$ cat src/rtl/pu_msp430_inst_encoder_pkg.sv
// Shared types, encoding constants and helpers for the MSP430 instruction encoder.
// Both the packer and the handshake/FSM top import these.
package pu_msp430_inst_encoder_pkg;

  typedef enum logic [1:0] {
    CLS_SIG  = 2'd0,
    CLS_JUMP = 2'd1,
    CLS_TWO  = 2'd2,
    CLS_ILL  = 2'd3
  } cls_e;

  typedef enum logic [2:0] {
    ST_IDLE = 3'd0,
    ST_OPW  = 3'd1,
    ST_SEXT = 3'd2,
    ST_DEXT = 3'd3,
    ST_ERR  = 3'd4
  } state_e;

  localparam logic [5:0] SIG_PREFIX  = 6'b000100;
  localparam logic [2:0] JUMP_PREFIX = 3'b001;
  localparam logic [2:0] SIG_OP_RETI = 3'd6;

  // Indexed/symbolic/absolute use a word unless r3 makes it a constant; #N only via r0.
  function automatic logic need_src_ext(input logic [1:0] cls,
                                        input logic [1:0] as_mode,
                                        input logic [3:0] src);
    logic res;
    res = 1'b0;
    if (cls != CLS_JUMP) begin
      res = ((as_mode == 2'b01) && (src != 4'd3)) ||
            ((as_mode == 2'b11) && (src == 4'd0));
    end
    return res;
  endfunction

  function automatic logic need_dst_ext(input logic [1:0] cls,
                                        input logic       ad);
    return (cls == CLS_TWO) && ad;
  endfunction

  function automatic logic desc_illegal(input logic [1:0] cls,
                                        input logic [3:0] op);
    logic res;
    res = 1'b0;
    case (cls)
      CLS_TWO:  res = (op < 4'd4);
      CLS_SIG:  res = (op > 4'd6);
      CLS_JUMP: res = op[3];
      default:  res = 1'b1;
    endcase
    return res;
  endfunction

endpackage

$ cat src/rtl/pu_msp430_inst_pack.sv
// Combinational packer: turns a latched descriptor into the opcode word and
// reports which extension words follow it.
module pu_msp430_inst_pack
  import pu_msp430_inst_encoder_pkg::*;
(
  input  logic [1:0]  cls,
  input  logic [3:0]  op,
  input  logic        bw,
  input  logic [3:0]  src,
  input  logic [1:0]  as_mode,
  input  logic [3:0]  dst,
  input  logic        ad,
  input  logic [9:0]  joff,
  output logic [15:0] opcode,
  output logic        src_ext_en,
  output logic        dst_ext_en,
  output logic        illegal
);

  logic       eff_bw;
  logic [1:0] eff_as;
  logic [3:0] eff_src;

  // RETI carries no operand, so its operand fields are zeroed before both
  // encoding and the extension decision.
  always_comb begin
    eff_bw  = bw;
    eff_as  = as_mode;
    eff_src = src;
    if ((cls == CLS_SIG) && (op[2:0] == SIG_OP_RETI)) begin
      eff_bw  = 1'b0;
      eff_as  = 2'b00;
      eff_src = 4'd0;
    end

    case (cls)
      CLS_TWO:  opcode = {op, src, ad, bw, as_mode, dst};
      CLS_SIG:  opcode = {SIG_PREFIX, op[2:0], eff_bw, eff_as, eff_src};
      CLS_JUMP: opcode = {JUMP_PREFIX, op[2:0], joff};
      default:  opcode = 16'h0000;
    endcase

    src_ext_en = need_src_ext(cls, eff_as, eff_src);
    dst_ext_en = need_dst_ext(cls, ad);
    illegal    = desc_illegal(cls, op);
  end

endmodule

$ cat src/rtl/pu_msp430_inst_encoder.sv
// MSP430 instruction encoder: accepts a descriptor and writes opcode plus
// extension words into sequential program-memory locations.
module pu_msp430_inst_encoder
  import pu_msp430_inst_encoder_pkg::*;
#(
  parameter int unsigned          PMEM_AW    = 11,
  parameter logic [PMEM_AW-1:0]   START_ADDR = '0
) (
  input  logic               mclk,
  input  logic               puc_rst,
  input  logic               desc_valid,
  output logic               desc_ready,
  input  logic [1:0]         desc_class,
  input  logic [3:0]         desc_op,
  input  logic               desc_bw,
  input  logic [3:0]         desc_src,
  input  logic [1:0]         desc_as,
  input  logic [3:0]         desc_dst,
  input  logic               desc_ad,
  input  logic [15:0]        desc_src_ext,
  input  logic [15:0]        desc_dst_ext,
  input  logic [9:0]         desc_joff,
  input  logic               restart,
  output logic               pmem_wen,
  output logic [PMEM_AW-1:0] pmem_addr,
  output logic [15:0]        pmem_din,
  output logic               done,
  output logic               err,
  output logic [31:0]        words_total
);

  state_e             state, next_state;
  logic [PMEM_AW-1:0] addr;
  logic [1:0]         cls_q;
  logic [3:0]         op_q;
  logic               bw_q;
  logic [3:0]         src_q;
  logic [1:0]         as_q;
  logic [3:0]         dst_q;
  logic               ad_q;
  logic [15:0]        src_ext_q;
  logic [15:0]        dst_ext_q;
  logic [9:0]         joff_q;
  logic [15:0]        opcode;
  logic               src_ext_en;
  logic               dst_ext_en;
  logic               illegal_q;
  logic               accept;

  pu_msp430_inst_pack u_pack (
    .cls        (cls_q),
    .op         (op_q),
    .bw         (bw_q),
    .src        (src_q),
    .as_mode    (as_q),
    .dst        (dst_q),
    .ad         (ad_q),
    .joff       (joff_q),
    .opcode     (opcode),
    .src_ext_en (src_ext_en),
    .dst_ext_en (dst_ext_en),
    .illegal    (illegal_q)
  );

  assign desc_ready = (state == ST_IDLE) && !restart;
  assign accept     = desc_valid && desc_ready;

  // Legality is judged on the live fields at accept; the packer's flag is
  // only consulted for the latched copy and is otherwise informational.
  always_comb begin
    next_state = state;
    pmem_wen   = 1'b0;
    pmem_din   = 16'h0000;
    done       = 1'b0;
    err        = 1'b0;
    case (state)
      ST_IDLE: begin
        if (accept) begin
          next_state = desc_illegal(desc_class, desc_op) ? ST_ERR : ST_OPW;
        end
      end
      ST_OPW: begin
        pmem_wen = 1'b1;
        pmem_din = opcode;
        if (src_ext_en) begin
          next_state = ST_SEXT;
        end else if (dst_ext_en) begin
          next_state = ST_DEXT;
        end else begin
          next_state = ST_IDLE;
          done       = 1'b1;
        end
      end
      ST_SEXT: begin
        pmem_wen = 1'b1;
        pmem_din = src_ext_q;
        if (dst_ext_en) begin
          next_state = ST_DEXT;
        end else begin
          next_state = ST_IDLE;
          done       = 1'b1;
        end
      end
      ST_DEXT: begin
        pmem_wen   = 1'b1;
        pmem_din   = dst_ext_q;
        done       = 1'b1;
        next_state = ST_IDLE;
      end
      ST_ERR: begin
        err        = 1'b1;
        next_state = ST_IDLE;
      end
      default: next_state = ST_IDLE;
    endcase
  end

  assign pmem_addr = addr;

  always_ff @(posedge mclk) begin
    if (puc_rst) begin
      state       <= ST_IDLE;
      addr        <= START_ADDR;
      words_total <= 32'd0;
      cls_q       <= 2'd0;
      op_q        <= 4'd0;
      bw_q        <= 1'b0;
      src_q       <= 4'd0;
      as_q        <= 2'd0;
      dst_q       <= 4'd0;
      ad_q        <= 1'b0;
      src_ext_q   <= 16'h0000;
      dst_ext_q   <= 16'h0000;
      joff_q      <= 10'd0;
    end else begin
      state <= next_state;
      if ((state == ST_IDLE) && restart) begin
        addr <= START_ADDR;
      end else if (pmem_wen) begin
        addr <= addr + PMEM_AW'(1);
      end
      if (pmem_wen) begin
        words_total <= words_total + 32'd1;
      end
      if (accept) begin
        cls_q     <= desc_class;
        op_q      <= desc_op;
        bw_q      <= desc_bw;
        src_q     <= desc_src;
        as_q      <= desc_as;
        dst_q     <= desc_dst;
        ad_q      <= desc_ad;
        src_ext_q <= desc_src_ext;
        dst_ext_q <= desc_dst_ext;
        joff_q    <= desc_joff;
      end
    end
  end

  logic unused_ok;
  assign unused_ok = illegal_q;

endmodule

$ cat config.mk
export PLATFORM = sky130hd
export DESIGN_NAME = pu_msp430_inst_encoder
export DESIGN_NICKNAME = d
export VERILOG_FILES = /design/src/rtl/pu_msp430_inst_encoder_pkg.sv /design/src/rtl/pu_msp430_inst_pack.sv /design/src/rtl/pu_msp430_inst_encoder.sv
export SDC_FILE = /design/constraint.sdc
export NUM_CORES = 1
export LEC_CHECK = 0
export ABC_AREA = 1
export CAP_MARGIN = 20
export CORE_UTILIZATION = 50
export DETAILED_ROUTE_END_ITERATION = 12
export PLACE_DENSITY_LB_ADDON = 0.15
export SKIP_CTS_REPAIR_TIMING = 1
export SYNTH_ARGS = -nofsm -noshare
export SYNTH_HDL_FRONTEND = slang
export SYNTH_SLANG_ARGS = --single-unit
$ cat constraint.sdc
create_clock -name mclk -period 1.7 [get_ports mclk]
set_clock_uncertainty 0.15 [all_clocks]
set_input_delay 0.34 -clock mclk [delete_from_list [all_inputs] [get_ports mclk]]
set_output_delay 0.34 -clock mclk [all_outputs]
set_load 0.05 [all_outputs]
* Yosys cells after proc, flatten, opt, wreduce, memory -nomap -nowiden
Cells that the tools add are included.
** Word-level totals
- Flip-flop bits (word level) :: 106
- Bits of input ports :: 64
- Logic and storage cells :: 65
** Cells by class
- Add/sub/neg operators :: 2
- $lt $le $gt $ge :: 2
- Eq/ne operators :: 14
- Mux-type cells :: 19
- Reduce and logical (&&, ||, !) cells :: 15
** Operators with widths (count)
- $pmux 16 s3 :: 2
- $add 32x1->32 const B :: 1
- $add 11x1->11 const B :: 1
- $pmux 3 s3 :: 1
- $mux 1 :: 8
- $logic_and 1x1->1 :: 7
- $eq 2x1->1 const B :: 3
- $eq 2x2->1 const B :: 3
- $eq 3x2->1 const B :: 2
- $eq 3x3->1 const B :: 2
- $mux 2 :: 3
- $mux 3 :: 2
- $pmux 1 s3 :: 2
- $gt 4x3->1 const B :: 1
- $logic_not 2->1 :: 2
- $logic_not 4->1 :: 1
- $lt 4x3->1 const B :: 1
- $mux 4 :: 1
- $ne 4x2->1 const B :: 1
- $eq 3x1->1 const B :: 1
- $logic_not 3->1 :: 1
- $reduce_or 3->1 :: 1
- $ne 2x1->1 const B :: 1
- $ne 2x2->1 const B :: 1
- 3 further kinds :: 3

* Depth between registers and ports, before layout
Gate-level depths: netlist of run 1.
- Depth in word-level cells :: 9
- Gate-level depth with buffers :: 10
- Mapped depth without buffers :: 9

* By module
Synthesis of run 1 repeated with hierarchy kept, for this count alone.
** Second synthesis, totals
- Cells, all modules :: 782
- Area, all modules :: 5308.8 µm²
** By module, submodules not included
- pu_msp430_inst_encoder :: times used 1, cells an instance 713, area an instance 4928.5 µm²
- pu_msp430_inst_pack :: times used 1, cells an instance 69, area an instance 380.4 µm²

* Worst setup path before layout of run 1
OpenSTA, ideal clock, no wires.
- Path type :: reg-to-output
- From :: register state[0]
- To :: output pmem_din[14]
- Data arrival time :: 1952 ps
- Required time :: 1210 ps
- Path slack :: -742 ps
- Cell stages (with the launch flop) :: 5
- Path buffers :: 0
- Path through :: dfxtp_1 -> inv_1 -> nor3_2 -> nand2_1 -> o21ai_0
** On the way
- Longest elaborated chain between the ends :: 2
- Elaborated cells between the ends (all ways) :: 4
- Classes of those cells :: eq/ne (3); mux (1)
** RTL lines
- from (decl) :: line pu_msp430_inst_encoder.sv:32 : state_e state, next_state;
- from (signal assigned) :: line pu_msp430_inst_encoder.sv:136 : state <= next_state;
- $eq 3x2->1 / $eq 3x1->1 (equally long branches) :: line pu_msp430_inst_encoder.sv:76 : case (state)
- $pmux 16 s3 (*) :: line pu_msp430_inst_encoder.sv:76
- to (decl) :: line pu_msp430_inst_encoder.sv:26 : output logic [15:0] pmem_din,
Mark *: on every way between the ends. The rest lies on a longest branch, timed or not.

* Worst setup path after layout of run 1
- From :: register src_q[2]
- To :: output done
** On the way
- Longest elaborated chain between the ends :: 7
- Elaborated cells between the ends (all ways) :: 9
- Classes of those cells :: eq/ne (1); mux (4); reduce/logical (4)
** RTL lines
- from (decl) :: line pu_msp430_inst_encoder.sv:37 : logic [3:0] src_q;
- from (signal assigned) :: line pu_msp430_inst_encoder.sv:149 : src_q <= desc_src;
- $mux 4 (*) :: line pu_msp430_inst_pack.sv:30 : if ((cls == CLS_SIG) && (op[2:0] == SIG_OP_RETI)) begin
- $ne 4x2->1 / $logic_not 4->1 (equally long branches) :: line pu_msp430_inst_encoder_pkg.sv:31, pu_msp430_inst_encoder_pkg.sv:32
- $logic_and 1x1->1 (on tied branches) :: line pu_msp430_inst_encoder_pkg.sv:31, pu_msp430_inst_encoder_pkg.sv:32
- $logic_or 1x1->1 (*) :: line pu_msp430_inst_encoder_pkg.sv:31 : res = ((as_mode == 2'b01) && (src != 4'd3)) ||
- $mux 1 (*) :: line pu_msp430_inst_encoder_pkg.sv:30 : if (cls != CLS_JUMP) begin
- $mux 1 (*) :: line pu_msp430_inst_encoder.sv:85 : if (src_ext_en) begin
- $pmux 1 s3 (*) :: line pu_msp430_inst_encoder.sv:76
- to (decl) :: line pu_msp430_inst_encoder.sv:27 : output logic done,
Marks and branches as above.

==> flow_summary.yaml, run 1 <==
run_status:
  status: "finished with violations"
  violations: "setup timing"
logic_synthesis:
  synth.most_common_cell: "nand2_1"
  yosysUniqueCellTypes: 35
  synth-seq-cells: 106
  yosys_warnings: 0
  syn_avg_cell_area_um2: 6.61
  yosysTopAreaCellShare_pct: 40.4
  synth_edf_count: 0
  ys.flop_type: "dfxtp_1"
  yosysSeqAreaShare_pct: 40.4
  synth_top_area_cell: "dfxtp_1"
  ys_top_cells_by_count: "nand2_1 (220), dfxtp_1 (106), a21oi_1 (95), inv_1 (92), nor2_1 (89)"
  async_flop_share_pct: 0
  synthCells: 795
  synth_area_mm2: 0.00525
  ys_top_cells_by_area: "dfxtp_1 (40%), nand2_1 (16%), a21oi_1 (9.0%)"
  synth_nets: 861
worst_setup_path:
  max_stage_delay_ns: 0.37
  critPathTopFamily: "simple AND/OR/NAND/NOR gates"
  crit_path_end_kind: "output port"
  criticalPathCategory: "flop to output port"
  path_buf_inv: 1
  critical-path-slowest-cell: "dfxtp_1"
  crit_fanout: 3
  start_kind: "flop"
  arrival_ns: 2.06
  cp_common_cell: "nor2_1"
  worst_ep_required_time_ns: 1.21
  path_cells: "nor2_1 > a21oi_1 > nor2_1 > nand2_2 > nand3_2 > nand2_4 > buf_12"
routing:
  drtPass1Iterations: 6
  first_iter_violations: 790
  ant_nets: 0
  route.detailed.drc: 0
  finalWirelength_mm: 27.5
  vias_per_cell: 6.50
  vias: 7439
  wl_per_cell_um: 24.0
clock_network:
  cts_max_path_buffers: 2
  clk_pin_slew_ns: 0.11
  cts-buffers-inserted: 9
  insertion_delay_ns: 0.40
  root_buffer: "clkbuf_8"
  cts_tree: "yes"
  h-tree-depth: 3
  cts_sinks: 106
die:
  rows: 37
  initial_core_util_pct: 51.1
  io-pin-count: 127
  chipHeight_um: 105
  core_mm2: 0.0103
  die_area_mm2: 0.0109
  die_w_um: 105
timing:
  holdWs_ns: 0.349
  slew_headroom_pct: 59.3
  hold_viol: 0
  finalCriticalPeriod_ns: 2.55
  setup_viol_count_final: 111
  worstMarginPinSlew_ns: 0.609
  rsz0062_at_grt: "yes"
  maxSlewViolCount: 0
  setup_slack_ns: -0.854
  clock.fmax_mhz: 391
  min_period_over_period_pct: 150
  fin_setup_tns_ns: -27.86
finish:
  area_delta_synth_final_pct: 84.4
  fillers: 270
  drive_gt1_share_pct: 42.5
  multiInputGateArea_mm2: 0.00382
  seqCellArea_mm2: 0.00218
  n_antenna_cell: 0
  final_cells: 1145
  finalNetCount: 1070
global_route:
  grt_pass1_wl_mm: 26.9
  use_met1_pct: 35.4
  track_usage_pct: 30.7
  met3_usage_pct: 6.27
  grt_max_degree: 46
  grt_util_met2_pct: 54.4
  antenna_found_initial: 1
  grt_remaining_overflow: 0
  grt_pass1_vias: 6019
  busiest_layer: "met2"
job:
  drv_cap: 0
placed_design:
  io_buffers: 126
  hpwl_mm: 12.4
  place_inst: 1098
  place_congestion: 0.951
power_and_ir_drop:
  pwr_density_cell_mw_per_mm2: 562
  power_w: 0.00544
  vdd_drop_max_v: 0.000630
  p_leak_nw: 3.58
min_path:
  hp-class: "flop to flop"
-- final timing paths --
kind	from	end	slack [ns]	cells past startpoint
worst max-delay path	src_q[2]	done	-0.85	7
worst min-delay path	joff_q[7]	joff_q[7]	0.35	2
worst max register to register	state[0]	dst_ext_q[11]	-0.36	10
worst min register to register	joff_q[7]	joff_q[7]	0.35	2
-- metal layers --
| layer | share of wire, % | wire [um] |
|---|---|---|
| met1 | 33 | 9110 |
| met2 | 46 | 12500 |
| met3 | 12 | 3230 |
| met4 | 9.5 | 2630 |
| met5 | 0.051 | 14 |
-- cells by family after synthesis --
family / after synthesis / synth area share (%)
DFF: 106 / 40.4
AOI/OAI and AO/OA: 187 / 19.5
adders and majority gates: 2 / 0.476
buffers and inverters: 126 / 9.62
xor gates and xnor gates: 5 / 0.833
and+or+nand+nor: 369 / 29.1
-- registers in the layout, indices dropped and copies added, names as in the netlist --
name,cells
joff_q,10
dst_q,4
words_total,32
as_q,2
dst_ext_q,16
src_ext_q,16
pmem_addr,11
src_q,4
ad_q,1
cls_q,2
op_q,4
bw_q,1
state,3
-- report_power, final --
| group | total [W] | leakage, nW | internal, W | switching, W |
|---|---|---|---|---|
| registers | 0.00266 | 0.881 | 0.00258 | 0.0000842 |
| clock network | 0.00149 | 0.0908 | 0.000540 | 0.000951 |
| logic | 0.00129 | 2.61 | 0.000549 | 0.000741 |
| total | 0.00544 | 3.58 | 0.00366 | 0.00178 |
-- layout by cell type (no fill, tap or decap), types with 10 or more instances in the layout --
cell | synthesis | final
dfxtp_1 | 106 | 76
inv_1 | 92 | 81
nor2_4 | 4 | 11
nor2_2 | 3 | 14
nand2_4 | 0 | 26
dfxtp_2 | 0 | 23
o21ai_0 | 39 | 10
a21oi_1 | 95 | 57
nor2_1 | 89 | 71
inv_2 | 3 | 12
nand3_1 | 28 | 21
nand2_1 | 220 | 165
buf_6 | 0 | 14
o21ai_4 | 0 | 16
buf_12 | 0 | 71
clkdlybuf4s50_1 | 0 | 63
a21oi_2 | 0 | 37
o21ai_2 | 0 | 32
nand2_2 | 2 | 29
buf_4 | 6 | 67
-- final cells by class --
type	count	share of cell area, %
Tap cell	136	1.76
Multi-Input combinational cell	565	39.4
Clock buffer	10	1.32
Sequential cell	106	22.5
Inverter	95	3.84
Clock inverter	6	0.426
Timing Repair Buffer	227	30.8
-- through the flow --
stage / area (um2) / setup slack (ns) / util (%)
floorplan: 5620 / -0.100 / -
global placement: 8110 / -0.0740 / 78.9
detailed placement: 8110 / -0.140 / 78.9
CTS: 8280 / -0.568 / 80.6
global route: 9690 / -0.909 / 94.3
finish: 9690 / -0.854 / 94.3
-- worst register-to-register path, stage by stage, from the launching register on --
cell and delay, ns:
dfxtp_4 0.39, buf_6 0.13, nor2_4 0.20, nand2_4 0.10, nor2_4 0.11, buf_6 0.17
buf_12 0.12, nand2_8 0.10, clkbuf_16 0.24, nand2_2 0.16, a21oi_2 0.09
No activity file was read; power rests on OpenSTA's default activity.
==> run 2, diff against run 1 <==
--- a/config.mk
+++ b/config.mk
@@ -10,7 +10,9 @@
 export CORE_UTILIZATION = 50
 export DETAILED_ROUTE_END_ITERATION = 12
 export PLACE_DENSITY_LB_ADDON = 0.15
+export SETUP_SLACK_MARGIN = 0.3
 export SKIP_CTS_REPAIR_TIMING = 1
 export SYNTH_ARGS = -nofsm -noshare
 export SYNTH_HDL_FRONTEND = slang
+export SYNTH_HIERARCHICAL = 1
 export SYNTH_SLANG_ARGS = --single-unit
==> run 2 against run 1 <==
Compared with the run above:
- the run now fails in global routing
- synthesized area increased by 0.71%
- synthesized cell count decreased by 2.0%
==> flow_summary.yaml, run 2 <==
run_status:
  status: "aborted with a tool error"
  haltStage: "global routing"
  error: "[ERROR DPL-0038] Utilization greater than 100%, impossible to legalize"
clock_network:
  cts_sinks: 106
  cts_max_path_buffers: 2
  cts-buffers-inserted: 9
  h-tree-depth: 3
  root_buffer: "clkbuf_8"
die:
  io-pin-count: 127
  die_w_um: 105
  initial_core_util_pct: 51.5
  chipHeight_um: 105
  rows: 37
placed_design:
  detailed_place.area_mm2: 0.00796
  place_congestion: 0.925
  io_buffers: 126
  hpwl_mm: 13.0
timing:
  worst_endpoint_kind: "primary output"
  worstEndpointGrtRepair: "pmem_din[0]"
logic_synthesis:
  synth_area_mm2: 0.00529
  syn_avg_cell_area_um2: 6.79
  synth_nets: 845
  synthCells: 779
  yosys_warnings: 6
global_route:
  grt_max_degree: 56
## run 2: through the flow
stage               instances  setup slack [ns]  utilization (%)  hold slack (ns)  setup TNS (ns)
floorplan                 779            -0.358                -            0.281           -4.65
global placement         1059            -0.206             77.4            0.290           -7.72
detailed placement       1059            -0.277             77.4            0.307           -8.83
CTS                      1075            -0.727             79.5            0.290          -12.90
==> run 3, diff against run 2 <==
--- a/config.mk
+++ b/config.mk
@@ -7,10 +7,9 @@
 export LEC_CHECK = 0
 export ABC_AREA = 1
 export CAP_MARGIN = 20
-export CORE_UTILIZATION = 50
+export CORE_UTILIZATION = 37
 export DETAILED_ROUTE_END_ITERATION = 12
 export PLACE_DENSITY_LB_ADDON = 0.15
-export SETUP_SLACK_MARGIN = 0.3
 export SKIP_CTS_REPAIR_TIMING = 1
 export SYNTH_ARGS = -nofsm -noshare
 export SYNTH_HDL_FRONTEND = slang
==> run 3 against run 2 <==
Compared with the run above:
- the flow now finishes, with violations (setup timing)
- synthesized area unchanged
- synthesized cell count unchanged
==> flow_summary.yaml, run 3 <==
timing:
  finalCriticalPeriod_ns: 2.27
  clock.fmax_mhz: 441
  rsz0062_at_grt: "yes"
  fin_setup_tns_ns: -17.54
  slew_headroom_pct: 76.5
  min_period_over_period_pct: 133
  hold_viol: 0
  maxSlewViolCount: 0
  worstMarginPinSlew_ns: 0.352
  setup_slack_ns: -0.569
  setup_viol_count_final: 91
finish:
  finalNetCount: 1062
  top_register: "words_total"
  largest_reg_flops: 32
  layout_common_cells: "nand2_1 (173), inv_1 (73), dfxtp_1 (73)"
  layout_commonest_cell: "nand2_1"
  postLayoutCoreUtil_pct: 68.1
  drive_gt1_share_pct: 40.8
  final_cells: 1181
  design_area_mm2: 0.00949
  area_delta_synth_final_pct: 79.4
  top_regs: "words_total (32), dst_ext_q (16), src_ext_q (16)"
  n_antenna_cell: 0
worst_setup_path:
  worst_ep_required_time_ns: 1.21
  crit_fanout: 6
  crit_path_end_kind: "output port"
  arrival_ns: 1.78
  start_kind: "flop"
  criticalPathCategory: "flop to output port"
clock_network:
  cts-buffers-inserted: 9
  cts_max_path_buffers: 2
  cts_tree: "yes"
  h-tree-depth: 3
  cts_sinks: 106
  insertion_delay_ns: 0.36
  clk_pin_slew_ns: 0.08
  root_buffer: "clkbuf_16"
placed_design:
  io_buffers: 126
  detailed_place.area_mm2: 0.00796
  place_inst: 1136
  hpwl_mm: 12.2
  dp_slack_ns: -0.251
  place_congestion: 0.925
logic_synthesis:
  yosys_warnings: 6
  synthCells: 779
  synth_area_mm2: 0.00529
  syn_avg_cell_area_um2: 6.79
  synth_nets: 845
routing:
  finalWirelength_mm: 18.8
  route.detailed.drc: 0
  drtPass1Iterations: 5
  ant_nets: 0
  vias_per_cell: 5.08
  wl_per_cell_um: 15.9
  vias: 6003
  first_iter_violations: 300
global_route:
  antenna_found_initial: 0
  grt_pass1_wl_mm: 26.0
  grt_pass1_vias: 5345
  track_usage_pct: 22.5
  grt_max_degree: 56
  grt_remaining_overflow: 0
min_path:
  hp-class: "flop to flop"
die:
  die_area_mm2: 0.0148
  die_w_um: 122
  chipHeight_um: 122
  rows: 43
  core_mm2: 0.0139
  initial_core_util_pct: 38.0
  io-pin-count: 127
job:
  drv_cap: 0
run_status:
  violations: "setup timing"
  status: "finished with violations"
power_and_ir_drop:
  p_leak_nw: 3.59
  pwr_density_cell_mw_per_mm2: 597
  vdd_drop_max_v: 0.000474
-- run 3: cell type report --
cell class	instances	area [um2]
Clock buffer	10	239
Clock inverter	6	46.3
Fill cell	1110	4440
Inverter	88	353
Multi-Input combinational cell	555	3360
Sequential cell	106	2180
Tap cell	180	225
Timing Repair Buffer	236	3090
-- run 3: per-stage QoR --
stage                     power (W)  hold slack (ns)
after floorplan             0.00299            0.280
after global placement      0.00336            0.290
after detailed placement    0.00336            0.295
after CTS                   0.00539            0.299
after global routing        0.00589            0.337
final                       0.00566            0.314
-- run 3: critical path, stage by stage (launching register included) --
cell,delay [ns]
dfxtp_2,0.34
inv_2,0.05
nor2_4,0.10
buf_6,0.10
nand3_4,0.09
nand2_1,0.11
o211ai_1,0.11
a22oi_1,0.19
o21ai_1,0.15
buf_12,0.18
-- run 3: metal layers --
layer  share of wire [%]  vias up  global-route usage [%]
li1                    -     2979                       -
met1                  41     2813                    27.6
met3                 5.6       24                    5.29
met2                  52      187                    39.3
met5                   0        -                       0
met4                 1.5        0                    5.56
-- run 3: final timing paths --
| kind | startpoint | to | slack [ns] | depth (start not counted) |
|---|---|---|---|---|
| max | op_q[1] | pmem_din[0] | -0.57 | 9 |
| max reg2reg | op_q[1] | state[0] | -0.33 | 14 |
| min reg2reg | src_ext_q[12] | src_ext_q[12] | 0.31 | 2 |
| min | src_ext_q[12] | src_ext_q[12] | 0.31 | 2 |
-- run 3: where the power goes --
part           total, W  internal (W)  switching [W]
sequential      0.00262       0.00256      0.0000613
clock           0.00204       0.00105       0.000987
combinational   0.00100      0.000500       0.000502
==> run 4, diff against run 3 <==
--- a/config.mk
+++ b/config.mk
@@ -7,7 +7,7 @@
 export LEC_CHECK = 0
 export ABC_AREA = 1
 export CAP_MARGIN = 20
-export CORE_UTILIZATION = 37
+export CORE_UTILIZATION = 40
 export DETAILED_ROUTE_END_ITERATION = 12
 export PLACE_DENSITY_LB_ADDON = 0.15
 export SKIP_CTS_REPAIR_TIMING = 1
==> run 4 against run 3 <==
Compared with the run above:
- the flow still finishes with violations (setup timing)
- non-clock buffer count increased by 12
- via count increased by 3.2%
- hold slack got worse by 0.0077 ns
- die area decreased by 7.4%
- utilization increased by 9.0 points
- critical path depth decreased by 1
- highest routed layer unchanged
==> flow_summary.yaml, run 4 (synthesized netlist as in run 3, its figures left out) <==
run_status:
  status: "finished with violations"
  violations: "setup timing"
power_and_ir_drop:
  vdd_drop_max_v: 0.000431
  p_leak_nw: 3.78
  power_w: 0.00570
  pwr_density_cell_mw_per_mm2: 579
placed_design:
  dp_slack_ns: -0.261
  io_buffers: 126
  place_congestion: 0.835
  hpwl_mm: 13.0
  detailed_place.area_mm2: 0.00800
worst_setup_path:
  arrival_ns: 1.76
  criticalPathCategory: "flop to output port"
  worst_ep_required_time_ns: 1.21
  crit_fanout: 5
  crit_path_end_kind: "output port"
  start_kind: "flop"
clock_network:
  h-tree-depth: 3
  cts_sinks: 106
  cts-buffers-inserted: 9
  insertion_delay_ns: 0.35
  root_buffer: "clkbuf_16"
  clk_pin_slew_ns: 0.07
  cts_tree: "yes"
  cts_max_path_buffers: 2
timing:
  fin_setup_tns_ns: -14.35
  finalCriticalPeriod_ns: 2.25
  hold_viol: 0
  slew_headroom_pct: 69.7
  clock.fmax_mhz: 444
  rsz0062_at_grt: "yes"
  setup_viol_count_final: 89
  maxSlewViolCount: 0
  worstMarginPinSlew_ns: 0.454
  setup_slack_ns: -0.552
  min_period_over_period_pct: 132
global_route:
  grt_pass1_wl_mm: 26.8
  grt_remaining_overflow: 0
  antenna_found_initial: 0
  grt_pass1_vias: 5639
  track_usage_pct: 25.5
  grt_max_degree: 56
finish:
  finalNetCount: 1074
  layout_commonest_cell: "nand2_1"
  layout_common_cells: "nand2_1 (137), buf_4 (80), dfxtp_1 (75)"
  fillers: 869
  n_antenna_cell: 0
  top_regs: "words_total (32), dst_ext_q (16), src_ext_q (16)"
  area_delta_synth_final_pct: 86.1
  top_register: "words_total"
  largest_reg_flops: 32
  drive_gt1_share_pct: 46.1
  design_area_mm2: 0.00985
routing:
  drtPass1Iterations: 5
  wl_per_cell_um: 17.3
  ant_nets: 0
  first_iter_violations: 423
  vias_per_cell: 5.23
  finalWirelength_mm: 20.5
  vias: 6196
  route.detailed.drc: 0
die:
  die_area_mm2: 0.0137
  io-pin-count: 127
  chipHeight_um: 117
  rows: 41
  die_w_um: 117
  core_mm2: 0.0128
  initial_core_util_pct: 41.4
min_path:
  hp-class: "flop to flop"
job:
  drv_cap: 0
run 4: worst paths after layout:
path / start / to / slack [ns] / depth (start not counted)
max: cls_q[0] / pmem_din[6] / -0.55 / 8
min: src_ext_q[7] / src_ext_q[7] / 0.31 / 2
max reg2reg: cls_q[0] / state[0] / -0.30 / 12
min reg2reg: src_ext_q[7] / src_ext_q[7] / 0.31 / 2
run 4: cell type report:
type | instances | area (um2) | area share [%]
clock buffer | 10 | 229 | 2.33
multi-input combinational | 555 | 3610 | 36.7
clock inverter | 6 | 41.3 | 0.419
inverter | 88 | 350 | 3.56
sequential | 106 | 2180 | 22.1
timing repair buffer | 248 | 3220 | 32.7
tap | 172 | 215 | 2.19
run 4: metrics by stage:
step,instances,utilization (%),hold slack (ns)
finish,1185,77.1,0.307
global route,1185,77.1,0.330
CTS,1149,64.8,0.304
detailed placement,1133,62.7,0.295
global placement,1133,62.7,0.290
floorplan,779,-,0.280
run 4: per-layer routing:
metal	GRT usage [%]	part of all wire [%]	up-vias
met5	0	0	-
met4	11.9	2.7	0
met3	4.53	5.0	44
met2	44.9	50	200
met1	30.2	42	2958
li1	-	-	2994
run 4: where the power goes:
group	leakage, nW	total [W]	internal, W	switching [W]
registers	0.879	0.00263	0.00256	0.0000727
logic	2.77	0.00110	0.000550	0.000555
clock network	0.133	0.00196	0.000999	0.000963
run 4: worst max-delay path: stages (launching register included):
cell and delay [ns]:
dfxtp_4 0.37, nor2_4 0.15, nand3_4 0.12, buf_4 0.16
nand3_2 0.07, a22oi_2 0.06, a22oi_1 0.17, o21ai_1 0.14
buf_12 0.17
